--- config.mk ---
export PLATFORM = sky130hd
export DESIGN_NAME = syn_fetch_queue
export DESIGN_NICKNAME = d
export VERILOG_FILES = /design/src/rtl/syn_fetch_queue_pkg.sv /design/src/rtl/fq_ring_ram.sv /design/src/rtl/syn_fetch_queue.sv
export SDC_FILE = /design/constraint.sdc
export NUM_CORES = 1
export LEC_CHECK = 0
export ABC_CLOCK_PERIOD_IN_PS = 3350
export CORE_ASPECT_RATIO = 1.5
export CORE_UTILIZATION = 50
export DETAILED_ROUTE_END_ITERATION = 10
export PLACE_DENSITY = 0.75
export SYNTH_ARGS = -nofsm -noshare
export SYNTH_HDL_FRONTEND = slang
export SYNTH_SLANG_ARGS = --single-unit
--- constraint.sdc ---
create_clock -name clk -period 3.35 [get_ports clk]
set_input_delay 0.335 -clock clk [delete_from_list [all_inputs] [get_ports clk]]
set_output_delay 0.335 -clock clk [all_outputs]
set_load 0.005 [all_outputs]
--- src/rtl/syn_fetch_queue_pkg.sv ---
// Shared core constants and helpers for the instruction fetch queue.
// IM_ADDR_BIT, CORE_INSTR_BIT, FQ_DEPTH and FQ_ENTRY_BIT are the core-wide widths;
// an entry is laid out as {pc, instr, gussed}.
package syn_fetch_queue_pkg;

    localparam int unsigned IM_ADDR_BIT    = 10;
    localparam int unsigned CORE_INSTR_BIT = 32;
    localparam int unsigned FQ_DEPTH       = 4;
    localparam int unsigned FQ_ENTRY_BIT   = IM_ADDR_BIT + CORE_INSTR_BIT + 1;

    // Storage operation applied at the next clock edge
    typedef enum logic [1:0] {
        FQ_HOLD     = 2'b00,
        FQ_PUSH     = 2'b01,
        FQ_POP      = 2'b10,
        FQ_PUSH_POP = 2'b11
    } fq_op_e;

    function automatic fq_op_e fq_op(input logic push, input logic pop);
        fq_op_e op;
        case ({pop, push})
            2'b01:   op = FQ_PUSH;
            2'b10:   op = FQ_POP;
            2'b11:   op = FQ_PUSH_POP;
            default: op = FQ_HOLD;
        endcase
        return op;
    endfunction

endpackage

--- src/rtl/fq_ring_ram.sv ---
// Fetch queue storage: DEPTH x WIDTH register array, one synchronous
// write port and one asynchronous read port. Contents are never reset.
module fq_ring_ram #(
    parameter int unsigned DEPTH    = 4,
    parameter int unsigned ADDR_BIT = 2,
    parameter int unsigned WIDTH    = 43
) (
    input  logic                clk,
    input  logic                we,
    input  logic [ADDR_BIT-1:0] waddr,
    input  logic [WIDTH-1:0]    wdata,
    input  logic [ADDR_BIT-1:0] raddr,
    output logic [WIDTH-1:0]    rdata
);

    logic [WIDTH-1:0] mem [DEPTH];

    // Write the incoming entry at the write pointer
    always_ff @(posedge clk) begin
        if (we) begin
            mem[waddr] <= wdata;
        end
    end

    assign rdata = mem[raddr];

endmodule

--- src/rtl/syn_fetch_queue.sv ---
// Instruction fetch queue between the PC/IM stage and decode.
// Circular buffer with write/read pointers and an occupancy counter;
// a flush (misprediction) empties it in one cycle. ~in_ready is the PC stall.
// Optional feature macro: FETCH_QUEUE_BYPASS_EN (empty-queue pass-through).
module syn_fetch_queue
    import syn_fetch_queue_pkg::*;
#(
    parameter int unsigned DEPTH     = FQ_DEPTH,
    parameter int unsigned PTR_BIT   = $clog2(DEPTH),
    parameter int unsigned INSTR_BIT = CORE_INSTR_BIT
) (
    input  logic                   clk,
    input  logic                   rst,
    input  logic                   en,
    input  logic                   flush,
    input  logic                   in_valid,
    output logic                   in_ready,
    input  logic [IM_ADDR_BIT-1:0] in_pc,
    input  logic [INSTR_BIT-1:0]   in_instr,
    input  logic                   in_gussed,
    output logic                   out_valid,
    input  logic                   out_ready,
    output logic [IM_ADDR_BIT-1:0] out_pc,
    output logic [IM_ADDR_BIT-1:0] out_pc_4,
    output logic [INSTR_BIT-1:0]   out_instr,
    output logic                   out_gussed,
    output logic [PTR_BIT:0]       count
);

    localparam int unsigned    ENTRY_BIT = IM_ADDR_BIT + INSTR_BIT + 1;
    localparam logic [PTR_BIT:0] FULL    = (PTR_BIT + 1)'(DEPTH);

    logic [PTR_BIT-1:0]   wp;
    logic [PTR_BIT-1:0]   rp;
    logic [PTR_BIT:0]     count_q;
    logic                 stored_valid;
    logic                 push;
    logic                 pop;
    logic                 store_wr;
    logic                 store_rd;
    logic [ENTRY_BIT-1:0] wr_data;
    logic [ENTRY_BIT-1:0] rd_data;
    logic [ENTRY_BIT-1:0] head;
    fq_op_e               op;

    assign in_ready     = (count_q != FULL);
    assign stored_valid = (count_q != '0);
    assign push         = en & in_valid & in_ready;
    assign pop          = en & out_valid & out_ready;
    assign wr_data      = {in_pc, in_instr, in_gussed};

`ifdef FETCH_QUEUE_BYPASS_EN
    logic bypass;

    // An empty queue forwards the incoming entry; if decode takes it in the
    // same cycle it never touches storage, so only stored traffic moves pointers.
    assign bypass    = ~stored_valid & in_valid;
    assign out_valid = stored_valid | (bypass & ~flush);
    assign head      = bypass ? wr_data : rd_data;
    assign store_wr  = push & ~(bypass & pop);
    assign store_rd  = pop & stored_valid;
`else
    assign out_valid = stored_valid;
    assign head      = rd_data;
    assign store_wr  = push;
    assign store_rd  = pop;
`endif

    assign {out_pc, out_instr, out_gussed} = head;
    assign out_pc_4 = out_pc + IM_ADDR_BIT'(1);
    assign count    = count_q;

    // Decode the storage operation for this cycle
    always_comb begin
        op = fq_op(store_wr, store_rd);
    end

    // Pointer and occupancy update; rst > flush > push/pop
    always_ff @(posedge clk) begin
        if (rst) begin
            wp      <= '0;
            rp      <= '0;
            count_q <= '0;
        end else if (en) begin
            if (flush) begin
                wp      <= '0;
                rp      <= '0;
                count_q <= '0;
            end else begin
                case (op)
                    FQ_PUSH: begin
                        wp      <= wp + PTR_BIT'(1);
                        count_q <= count_q + (PTR_BIT + 1)'(1);
                    end
                    FQ_POP: begin
                        rp      <= rp + PTR_BIT'(1);
                        count_q <= count_q - (PTR_BIT + 1)'(1);
                    end
                    FQ_PUSH_POP: begin
                        wp <= wp + PTR_BIT'(1);
                        rp <= rp + PTR_BIT'(1);
                    end
                    default: ;
                endcase
            end
        end
    end

    fq_ring_ram #(
        .DEPTH    (DEPTH),
        .ADDR_BIT (PTR_BIT),
        .WIDTH    (ENTRY_BIT)
    ) u_ram (
        .clk   (clk),
        .we    (en & ~rst & ~flush & store_wr),
        .waddr (wp),
        .wdata (wr_data),
        .raddr (rp),
        .rdata (rd_data)
    );

endmodule
# Word level (Yosys, flattened, before mapping)
# Memories as Yosys holds them, arrays and structs flattened. A register that Yosys moved wholly into a read port is not among the register bits.
# Index checks and enable logic that the tools add are counted.
# Widths: inputs -> output; s select.
dict set report totals {
  regBits 7
  mem_count 1
  word_cells 45
  mem_bits_rw 172
  input_bits 49
  output_inout_bits 58
}
dict set report classes {
  bitwise 9
  eq_ne 7
  n_reduce_logical 9
  mux 11
  n_addsub 5
}
# name words word_bits rd rd_ports_with_merged_regs wr line_no
set mem_list {}
lappend mem_list {u_ram.mem 4 43 1 1 1 fq_ring_ram.sv:16} ;# logic [WIDTH-1:0] mem [DEPTH];
# op count
set op_table {}
lappend op_table {{$mux 2} 6}
lappend op_table {{$add 10x1->10 const B} 1}
lappend op_table {{$eq 2x2->1 const B} 4}
lappend op_table {{$and 1x1->1} 7}
lappend op_table {{$pmux 2 s3} 1}
lappend op_table {{$pmux 3 s2} 1}
lappend op_table {{$reduce_and 2->1} 3}
lappend op_table {{$reduce_bool 3->1} 2}
lappend op_table {{$add 2x1->2 const B} 2}
lappend op_table {{$eq 2x1->1 const B} 2}
lappend op_table {{$reduce_bool 2->1} 2}
lappend op_table {{$reduce_or 2->1} 2}
lappend op_table {{$add 3x1->3 const B} 1}
lappend op_table {{$mux 3} 1}
lappend op_table {{$ne 3x3->1 const B} 1}
lappend op_table {{$sub 3x1->3 const B} 1}
lappend op_table {{$mux 1} 2}
lappend op_table {{$not 1->1} 2}

# Longest topological paths before layout
dict set report depth {
  depth_word 11
  ltp_mapped 7
  ltp_nobuf 6
}

# Hierarchy
# A second synthesis with hierarchy kept.
dict set report hier_totals {
  hier_cells 310
  area_unflattened_um2 6912.9
}
# module area_each_um2 cells_per_inst seq_area_each_um2 instances
set modules_own_cells {}
lappend modules_own_cells {fq_ring_ram 6291.0 229 5165.0 1}
lappend modules_own_cells {syn_fetch_queue 621.8 81 140.1 1}

# Worst setup path before layout
# No wires, ideal clock.
dict set report synth_timing {
  path_type {reg2reg}
  start {reg count_q[0] (netlist: count[0])}
  end {mem u_ram.mem[0][0] (enable)}
  setup_time_ps 405
  required_time_ps 2945
  path_buffers 0
  setup_slack_ps 862
  period_less_slack_ps 2488
  path_stages_with_launch 5
  arrival_ps 2084
  path_cell_list {dfxtp_1 or3b_4 nand3_1 nor3_1 and2_1}
}
dict set report synth_between {
  elab_chain_cells 5
}
# element line_no
set synth_rtl {}
lappend synth_rtl {{from (decl)} syn_fetch_queue.sv:35} ;# logic [PTR_BIT:0] count_q;
lappend synth_rtl {{from (signal assigned)} syn_fetch_queue.sv:93} ;# count_q <= count_q + (PTR_BIT + 1)'(1);
lappend synth_rtl {{from (signal assigned)} syn_fetch_queue.sv:97} ;# count_q <= count_q - (PTR_BIT + 1)'(1);
lappend synth_rtl {{$ne 3x3->1} syn_fetch_queue.sv:46} ;# assign in_ready = (count_q != FULL);
lappend synth_rtl {{named net in_ready} syn_fetch_queue.sv:17} ;# output logic in_ready,
lappend synth_rtl {{$and 1x1->1} syn_fetch_queue.sv:48} ;# assign push = en & in_valid & in_ready;
lappend synth_rtl {{$and 1x1->1} syn_fetch_queue.sv:115} ;# .we (en & ~rst & ~flush & store_wr),
lappend synth_rtl {{$mux 1} fq_ring_ram.sv:20} ;# if (we) begin
lappend synth_rtl {{$mux 1 (not written as such)} fq_ring_ram.sv:21} ;# mem[waddr] <= wdata;
lappend synth_rtl {{to (decl)} fq_ring_ram.sv:16}
# The timed path passes the listed nets, and every way through them passes these cells.

==> flow_summary_export.csv <==
group,metric,value,unit
final_layout,post-route-util,65.6,%
detailed_routing,wl,12.7,mm
global_routing,grt_use_total,19.1,%
sta,min_period,3160,ps
detailed_routing,ant_nets,0,
clocking,cts_tree,"yes",
sta,whs,552,ps
status,status,"complete, but fails checks",
global_routing,grt_pass1_vias,3545,
worst_setup_path,worstReg2RegEnd,"u_ram.mem[2][22]",
placed_design,portBuffers,106,
sta,setup_viol,0,
clocking,clock_path_buffers,2,
floorplan,die-area,0.0142,mm²
clocking,insertion_delay,420,ps
sta,fin_skew,9.71,ps
final_layout,stdcell_count,599,
sta,rsz0062_at_grt,"no",
synthesis,netlist_area,0.00686,mm²
clocking,htree_levels,4,
synthesis,synthCells,303,
synthesis,syn_nets,358,
synthesis,synth-edff-count,172,
sta,min_period_over_period,94.4,%
worst_setup_path,arrival,2830,ps
detailed_routing,drt_iter0_drc,215,
sta,hold_viol,0,
placed_design,post-place-cells,567,
power_and_ir_drop,power_density,546,mW/mm²
job,max_cap_violations,0,
synthesis,synth.top_cell.area_share,75.3,%
synthesis,synth_area_leader_cell,"edfxtp_1",
clocking,holdBufCountCts,0,
worst_setup_path,path_class,"flip-flop to output pin",
global_routing,grt_pass1_wl,19.6,mm
detailed_routing,firstDrtPassIters,7,
worst_hold_path,holdPathStages,1,
worst_setup_path,critPathCaptureType,"output pin",
synthesis,yosysMostFrequentCell,"edfxtp_1",
detailed_routing,vias_per_cell,5.54,
worst_setup_path,crit_fanout,12,
floorplan,design.portCount,107,
final_layout,nNetsFinal,479,
worst_hold_path,min_to,"u_ram.mem[1][38]",
synthesis,yosysSeqAreaShare,77.9,%
floorplan,rows,52,
global_routing,grt_overflow_total,0,
clocking,clkSinkCount,181,
clocking,clockRootBuffer,"clkbuf_16",
synthesis,ys_ff_latch,181,
synthesis,ys_async_sr_fraction,0,%
sta,fmax,316,MHz
synthesis,synth_area_leaders,"edfxtp_1, mux4_2, dfxtp_1, xnor2_1, ha_1",
clocking,numCtsBuffers,17,
placed_design,hpwl,7.96,mm
worst_hold_path,hold_class,"input port to flip-flop",
synthesis,synth_ff_type,"edfxtp_1",
sta,worst_pin_slew,583,ps
synthesis,synth.yosys.warnings,0,
final_layout,diodes,0,
sta,slew_headroom,61.1,%
worst_setup_path,crit_required,3010,ps
final_layout,syn_to_final_growth,28.8,%
synthesis,ys_top_cells_by_count,"edfxtp_1, mux4_2, nor2_1, dfxtp_1, xnor2_1",
worst_hold_path,hp-start,"in_pc[5]",
worst_setup_path,timing.rr.start,"count[0]",
sta,finalMaxSlewViolations,0,
final_layout,layout-drive-gt1-share,21.3,%
placed_design,gp_congestion,0.806,
global_routing,grt_max_degree,32,
synthesis,synth.avg_cell_area,22.6,µm²
detailed_routing,drc_errors,10,
status,failed_checks,"design-rule violations",
detailed_routing,avgRoutedWirePerCell,21.2,µm
clocking,path_clk_slew,60,ps
power_and_ir_drop,power.total,4.83,mW
clocking,post_cts_buffers,0,
power_and_ir_drop,peakVddDrop,0.350,mV
worst_setup_path,rr_worst_depth,5,
synthesis,synth_cell_types,34,
clocking,ctsResizeCount,0,
floorplan,initial_core_util,50.9,%
global_routing,antenna_found_initial,0,
power_and_ir_drop,power.leakage,2.82,nW
floorplan,die_h,145,µm
floorplan,die_x,97.7,µm
floorplan,coreArea,0.0135,mm²
worst_setup_path,startpoint_type,"flip-flop",
sta,tns,0,ps
worst_setup_path,rrSetupSlack,1060,ps
detailed_routing,vias,3321,
==> stage by stage <==
stage	area [µm²]	setup WS (ps)
after floorplan	6860	862
after global routing	8840	21.0
after detailed placement	8190	593
final	8840	189
after global placement	8190	607
after CTS	8840	139
==> critical path, stage by stage (launching register included) <==
cell	delay, ps
dfxtp_4	490
buf_4	290
mux4_2	590
and4_1	220
nand3b_1	150
xnor2_1	140
clkdlybuf4s50_1	520
==> registers in the layout, summed over array words and instances, names as in the netlist, named ones only <==
name       flops
count          3
rp             2
u_ram.mem    172
wp             2
==> worst max-delay path by stage <==
stage	from	to	slack, ps	cells past startpoint
2_1_floorplan	count[0]	u_ram.mem[0][0]	860	4
4_1_cts	flip-flop	out_pc_4[9]	140	6
5_1_grt	flip-flop	out_pc_4[9]	20	6
3_3_place_gp	flip-flop	out_pc_4[9]	610	6
6_report	flip-flop	out_pc_4[9]	190	6
3_5_place_dp	flip-flop	out_pc_4[9]	590	6
==> layout by cell type (no fill, tap or decap), drive strengths merged, types with 3 or more instances in the layout <==
master           n
a31oi            3
and2             6
buf              8
bufinv           5
clkbuf          18
clkdlybuf4s50  106
clkinv           4
dfxtp            9
edfxtp         172
ha               5
inv              9
mux4            43
nand2            4
nand3            4
nor2            10
xnor2            8
==> report_power, final <==
group	switching, mW	internal (mW)
Sequential	0.00680	2.49
Combinational	0.0716	0.106
Clock	0.822	1.34
==> routing by layer <==
layer  vias up  track usage [%]  share of wire, %
li1       1499                -                 -
met1      1720             22.2                39
met2        86             33.4                55
met3        16             5.86               4.7
met4         0             6.89               1.5
met5         -                0                 0
==> logic make-up after synthesis <==
logic type / count (synthesis) / share of synthesized area [%]
and+or+nand+nor: 36 / 2.88
DFF: 181 / 77.9
adders and majority gates: 6 / 1.20
muxes: 45 / 14.4
AOI/OAI and AO/OA: 8 / 1.24
xor gates and xnor gates: 10 / 1.28
buffers and inverters: 17 / 1.09
==> area by class of cell <==
class | instances | area, µm²
fillers | 871 | 4630
well taps | 162 | 203
multi-input cells | 105 | 1450
flip-flops and latches | 181 | 5350
clock buffers | 18 | 429
repair buffers | 114 | 1170
inverters | 5 | 18.8
clock inverters | 14 | 223
(Power assumes the default switching activity.)
